==> src/rtl/md5_pkg.sv <==
// Shared types for the MD5 front end: block geometry, word type, padder states
// and the byte-lane write helper.
package md5_pkg;

  localparam int MD5_BLK_WORDS = 16;
  localparam int MD5_WORD_W    = 32;

  typedef logic [MD5_WORD_W-1:0] md5_word_t;

  typedef enum logic [2:0] {FILL, PAD80, ZERO, LEN, EMIT} pad_state_t;

  // Replace one little-endian byte lane of a block word.
  function automatic md5_word_t md5_put_byte(md5_word_t w, logic [1:0] lane, logic [7:0] b);
    md5_word_t r;
    r = w;
    r[{lane, 3'b000} +: 8] = b;
    return r;
  endfunction

endpackage

==> src/rtl/md5_pad_loader.sv <==
// MD5 byte-stream loader: packs bytes into 16x32-bit blocks and appends MD5 padding.
// Optional MD5_PAD_BLKCNT_EN adds blk_cnt_o, a free-running count of delivered blocks.
module md5_pad_loader
  import md5_pkg::*;
(
  input  logic       clk_i,
  input  logic       rst_i,
  input  logic [7:0] byte_i,
  input  logic       byte_valid_i,
  input  logic       byte_last_i,
  input  logic       byte_keep_i,
  output logic       byte_ready_o,
  output md5_word_t  M_o [0:MD5_BLK_WORDS-1],
  output logic       blk_valid_o,
  output logic       blk_last_o,
  input  logic       blk_ready_i
`ifdef MD5_PAD_BLKCNT_EN
  , output logic [31:0] blk_cnt_o
`endif
);

  pad_state_t  state, state_n;
  pad_state_t  ret, ret_n;
  logic [5:0]  idx, idx_n;
  logic [63:0] len, len_n;
  logic        fin, fin_n;
  logic        wrap, wrap_n;
  logic        wr_en;
  logic [7:0]  wr_byte;

  always_comb begin
    state_n      = state;
    ret_n        = ret;
    idx_n        = idx;
    len_n        = len;
    fin_n        = fin;
    wrap_n       = wrap;
    wr_en        = 1'b0;
    wr_byte      = 8'h00;
    byte_ready_o = 1'b0;
    blk_valid_o  = 1'b0;
    blk_last_o   = 1'b0;
    case (state)
      FILL: begin
        byte_ready_o = 1'b1;
        if (byte_valid_i) begin
          if (byte_keep_i) begin
            wr_en   = 1'b1;
            wr_byte = byte_i;
            idx_n   = idx + 6'd1;
            len_n   = len + 64'd8;
          end
          if (byte_keep_i && idx == 6'd63) begin
            state_n = EMIT;
            ret_n   = byte_last_i ? PAD80 : FILL;
          end else if (byte_last_i) begin
            state_n = PAD80;
          end
        end
      end
      PAD80: begin
        wr_en   = 1'b1;
        wr_byte = 8'h80;
        idx_n   = idx + 6'd1;
        // 0x80 at byte 55 leaves no zero fill; past 55 the length needs a fresh block.
        if (idx == 6'd63) begin
          state_n = EMIT;
          ret_n   = ZERO;
        end else if (idx == 6'd55) begin
          state_n = LEN;
        end else if (idx < 6'd55) begin
          state_n = ZERO;
        end else begin
          state_n = ZERO;
          wrap_n  = 1'b1;
        end
      end
      ZERO: begin
        wr_en = 1'b1;
        idx_n = idx + 6'd1;
        if (wrap && idx == 6'd63) begin
          state_n = EMIT;
          ret_n   = ZERO;
          wrap_n  = 1'b0;
        end else if (!wrap && idx == 6'd55) begin
          state_n = LEN;
        end
      end
      LEN: begin
        wr_en   = 1'b1;
        wr_byte = len[{idx[2:0], 3'b000} +: 8];
        idx_n   = idx + 6'd1;
        if (idx == 6'd63) begin
          state_n = EMIT;
          ret_n   = FILL;
          fin_n   = 1'b1;
        end
      end
      EMIT: begin
        blk_valid_o = 1'b1;
        blk_last_o  = fin;
        if (blk_ready_i) begin
          idx_n = 6'd0;
          if (fin) begin
            state_n = FILL;
            len_n   = 64'd0;
            fin_n   = 1'b0;
          end else begin
            state_n = ret;
          end
        end
      end
      default: state_n = FILL;
    endcase
    if (rst_i) begin
      byte_ready_o = 1'b0;
      blk_valid_o  = 1'b0;
      blk_last_o   = 1'b0;
    end
  end

  always_ff @(posedge clk_i) begin
    if (rst_i) begin
      state <= FILL;
      ret   <= FILL;
      idx   <= 6'd0;
      len   <= 64'd0;
      fin   <= 1'b0;
      wrap  <= 1'b0;
      for (int i = 0; i < MD5_BLK_WORDS; i++) M_o[i] <= '0;
    end else begin
      state <= state_n;
      ret   <= ret_n;
      idx   <= idx_n;
      len   <= len_n;
      fin   <= fin_n;
      wrap  <= wrap_n;
      if (wr_en) M_o[idx[5:2]] <= md5_put_byte(M_o[idx[5:2]], idx[1:0], wr_byte);
    end
  end

`ifdef MD5_PAD_BLKCNT_EN
  logic blk_take;
  assign blk_take = blk_valid_o & blk_ready_i;

  always_ff @(posedge clk_i) begin
    if (rst_i) blk_cnt_o <= 32'd0;
    else if (blk_take) blk_cnt_o <= blk_cnt_o + 32'd1;
  end
`endif

endmodule

==> config.mk <==
export PLATFORM = sky130hd
export DESIGN_NAME = md5_pad_loader
export DESIGN_NICKNAME = d
export VERILOG_FILES = /design/src/rtl/md5_pkg.sv /design/src/rtl/md5_pad_loader.sv
export SDC_FILE = /design/constraint.sdc
export NUM_CORES = 1
export LEC_CHECK = 0
export ABC_CLOCK_PERIOD_IN_PS = 3500
export CAP_MARGIN = 20
export CORE_MARGIN = 10
export CORE_UTILIZATION = 35
export DETAILED_ROUTE_END_ITERATION = 7
export PLACE_DENSITY_LB_ADDON = 0.2
export SLEW_MARGIN = 20
export SYNTH_ARGS = -nofsm -noshare
export SYNTH_HDL_FRONTEND = slang
export SYNTH_SLANG_ARGS = --single-unit
==> constraint.sdc <==
create_clock -name clk_i -period 3.5 [get_ports clk_i]
set_clock_uncertainty 0.1 [all_clocks]
set_input_delay 1.05 -clock clk_i [delete_from_list [all_inputs] [get_ports clk_i]]
set_output_delay 1.05 -clock clk_i [all_outputs]
set_load 0.1 [all_outputs]
======== Word-level counts from Yosys, hierarchy flattened ========
Index checks and enable logic that the tools add are counted.
word-level totals
  register bits ........................... 590
  word-level logic and storage cells ...... 123
cells by class
  add/sub/neg operators ................... 3
  $lt $le $gt $ge ......................... 3
  equal/unequal tests ..................... 19
  shifts and indexed selects .............. 3
  muxes and demuxes ....................... 54
  bitwise logic cells ..................... 1
  reductions and logical operators ........ 18
operators with widths
  kind                    number
  $bwmux 512              1
  $mux 64                 4
  $bmux 32 s4             1
  $demux 32 s4            1
  $pmux 64 s2             1
  $mux 32                 3
  $add 64x4->64 const B   1
  $shiftx 64x7->8         1
  $mux 3                  14
  $bwmux 32               1
  $shift 8x7->32 const A  1
  $shiftx 8x7->32         1
  $pmux 8 s3              1
  $ne 2x2->1 const B      11
  $mux 6                  3
  $pmux 6 s3              1
  $mux 1                  16
  $mux 8                  2
  $pmux 3 s5              1
  $reduce_and 5->1        3
  $eq 6x6->1 const B      2
  $pmux 3 s4              1
  $neg 5->7               1
  $add 6x1->6 const B     1
  19 further kinds        28

======== Depth between registers and ports, before layout ========
  depth in word-level cells ............... 6
  depth in mapped cells ................... 12
  gate-level depth less buffers ........... 7

======== Worst setup path after synthesis ========
Ideal clock, no wire load.
  kind .................................... input to output
  from .................................... in rst_i
  to ...................................... out blk_last_o
  arrival ................................. 3.435 ns
  required time ........................... 2.350 ns
  path slack .............................. -1.085 ns
  cell stages on the path ................. 3
  path buffers ............................ 1
  cells stage by stage .................... clkbuf_1 -> nor2_1 -> and2_1
between the ends
  cells in the longest elaborated chain, start to end .. 1
RTL lines
  what                RTL line               source
  start: declaration  md5_pad_loader.sv:7    input logic rst_i,
  $mux 1              md5_pad_loader.sv:115  if (rst_i) begin
  end: declaration    md5_pad_loader.sv:15   output logic blk_last_o,
No other way between the ends.

======== Worst setup path in the final report ========
  from .................................... reg state[2]
  to ...................................... out blk_last_o
between the ends
  cells in the longest elaborated chain, start to end .. 3
RTL lines
  what                      RTL line               source
  start: declaration        md5_pad_loader.sv:22   pad_state_t state, state_n;
  start signal: assignment  md5_pad_loader.sv:132  state <= state_n;
  $eq 3x3->1                md5_pad_loader.sv:43   case (state)
  $mux 1                    md5_pad_loader.sv:43
  $mux 1                    md5_pad_loader.sv:115
No other way between the ends.

==> metrics <==
status finished, final reports clean; post-CTS sizing 0; Setup Fix Bufs, Post-CTS 0; syn_nets 2826; Pint 12.9 mW; async set or reset register ratio after synthesis 0%; r2r setup slk 0.15 ns; proportion of layout cells with a drive suffix above 1 31.3%; I/O pin cnt 529; Routed WL per cell 27.1 um; hold wc startpoint len[45]; sw power 7.20 mW; cts bufs inserted 68; r2r endpoint M_o[192]; Sequential Power Share 35.1%; Post-Layout Cell Count 4311; Die Height 295 um; placed cells 4189; Vias/cell 5.82; GRT overflow 0; Fmax achieved 296 MHz; Total GRT Usage 25.8%; Worst-Margin Slew 1.21 ns; # rows 100; top area cells in the synthesized netlist dfxtp_1 (44%), a211oi_1 (15%), nor2_1 (8.2%); final WL 117 mm; vias 25100; Reg2Reg Depth 8; Synth Warn # 0; critical path data arrival time 2.23 ns; Critical Path RT 2.35 ns; GPL Wtd Cong 0.902; Comb power frac 28.1%; most numerous cell in the Yosys netlist dfxtp_1; final HPWL from detailed placement 86.2 mm; RR Startpoint idx[1]; CTS sink cnt 586; post-route minimum period 3.38 ns; total design power 20.1 mW; core area 74600 sq um; clk slew on worst S/H paths 0.06 ns; Clock Power Share 36.8%; Hold EP len[45]; largest area contributor in the netlist dfxtp_1; 1st-pass router iterations 5; H-tree levels 3; Root Buffer clkbuf_16; Final setup violation count 0; critical path peak fanout 13; pin count of the biggest net entering global routing 208; Synth Register Bits 586; vias in the first global route 24000; Synth cell types 73; Synth Flop Type dfxtp_1; Syn-to-layout area delta 31.4%; Hold Path Depth 2; tightest hold margin 0.396 ns; Initial Utilization 35.4%; Seq/Total Area, Yosys 44.4%; antenna viol nets, final 0; Die Footprint 86800 sq um; DRC violations left 0; crit share post-route 96.5%; Post-synth EDFFs 0; Post-Synthesis Cells 2805; top cell type's share of synthesized area 44.4%; peak supply drop 356 uV; Post-Syn Area per Cell 9.41 sq um; crit start category register; Setup WS post-layout 0.122 ns; Sw Share 35.8%; dpl ws -0.230 ns; clock buffer depth 3; clock latency on the worst-skew pair 0.62 ns; slew margin rel. 18.4%; Pwr Density 580 nW/um^2; final hold violation count 0; Hold Crit Class reg -> reg; CTS Hold Bufs 0; IO buf count 528; RSZ-0062 raised after global routing false; Crit. End Element output port; first-pass GRT wire length 169 mm; Crit Path Class reg -> out; Pins Over Slew Limit 0; Final #Nets 3312; DIE WIDTH 295 um; initial antenna violation count 4; max_cap viols 0; top cells by count, synth dfxtp_1 (586), nor2_1 (580), a211oi_1 (510), clkbuf_1 (171), mux2_2 (141); final setup TNS 0 ns; Pleak 12.5 nW; initial DRC count 2387; mapped cell area 26400 sq um; CTS tree yes
-- power by group through the flow --
| stage | Clock [mW] | Combinational [mW] | Sequential [mW] |
|---|---|---|---|
| global route | 7.79 | 5.89 | 7.07 |
| detailed placement | 0 | 5.54 | 7.20 |
| global placement | 0 | 5.49 | 7.19 |
| floorplan | 0 | 2.20 | 8.32 |
| CTS | 7.52 | 5.56 | 7.05 |
| finish | 7.40 | 5.66 | 7.06 |
-- cell families (layout without fill, tap and decap cells) --
group	count (synthesis)	count (layout)	synth area share (%)
compound gates	765	765	21.6
xor+xnor	35	35	1.16
fa+ha+maj	7	7	0.332
buf+inv	287	823	4.72
flops	586	586	44.4
mux	243	243	11.6
other cells	0	1	0
simple gates	882	882	16.1
-- worst max-delay path by stage --
| stage | slack [ns] | endpoint | depth (start not counted) | start |
|---|---|---|---|---|
| 5_1_grt | 0.03 | blk_last_o | 5 | state[2] |
| 3_5_place_dp | -0.23 | M_o[386] | 7 | byte_valid_i |
| 4_1_cts | 0.11 | blk_last_o | 5 | state[2] |
| 6_report | 0.12 | blk_last_o | 5 | state[2] |
| 3_3_place_gp | -0.13 | M_o[322] | 7 | byte_valid_i |
| 2_1_floorplan | -0.27 | blk_last_o | 3 | rst_i |
-- cell usage in the layout, fill, tap and decap left out, types with 9 or more instances in the layout --
cell type / Yosys / layout
buf_4: 11 / 628
dfxtp_1: 586 / 583
nor2_1: 580 / 576
a211oi_1: 510 / 510
mux2_2: 141 / 141
o22ai_1: 94 / 94
clkbuf_16: 0 / 72
mux2i_1: 65 / 65
nand2_1: 48 / 47
buf_12: 0 / 47
a21oi_1: 40 / 40
mux4_2: 37 / 37
nor4_1: 37 / 34
nand4_1: 31 / 31
a221o_1: 24 / 24
nand3_1: 23 / 23
nor3_1: 22 / 22
xor2_1: 22 / 22
o21ai_0: 21 / 21
clkbuf_8: 0 / 18
or3_1: 14 / 14
or4_1: 14 / 14
inv_1: 13 / 13
nor3_2: 21 / 13
a311oi_1: 13 / 13
xnor2_1: 13 / 13
a211oi_2: 15 / 12
o31ai_1: 12 / 12
clkdlybuf4s50_1: 0 / 12
nor2b_1: 11 / 11
clkbuf_1: 171 / 10
a22o_1: 9 / 9
clkinv_2: 0 / 9
-- cell type report --
cell class | count | area (sq um)
clock buffer | 100 | 2090
clock inverter | 20 | 239
sequential | 586 | 11700
tap | 969 | 1210
fill | 7022 | 39900
antenna | 1 | 2.50
multi-input combinational | 1932 | 13600
timing repair buffer | 690 | 5810
inverter | 13 | 48.8
-- state kept, by name, indices dropped and copies added (netlist names) --
signal  flops
M_o       512
len        61
idx         6
state       3
ret         2
fin         1
wrap        1
-- worst max-delay path, stage by stage (launching register included) --
cell,delay (ns)
dfxtp_1,0.59
inv_1,0.10
or2_2,0.35
nor2_4,0.15
and2_1,0.24
buf_12,0.20
-- per-layer routing --
| layer | routed length, um | share of wire (%) | GRT usage, % |
|---|---|---|---|
| met1 | 49800 | 43 | 34.5 |
| met5 | 39 | 0.033 | 0 |
| met4 | 3220 | 2.7 | 7.69 |
| met2 | 52100 | 45 | 39.6 |
| met3 | 11800 | 10 | 7.46 |
-- stage by stage --
step                cell area, sq um  util, %
floorplan                      26400        -
global route                   34700     46.5
CTS                            34700     46.5
finish                         34700     46.5
detailed placement             32300     43.4
global placement               32300     43.4
Note: power is estimated with default switching activity, not from simulation.
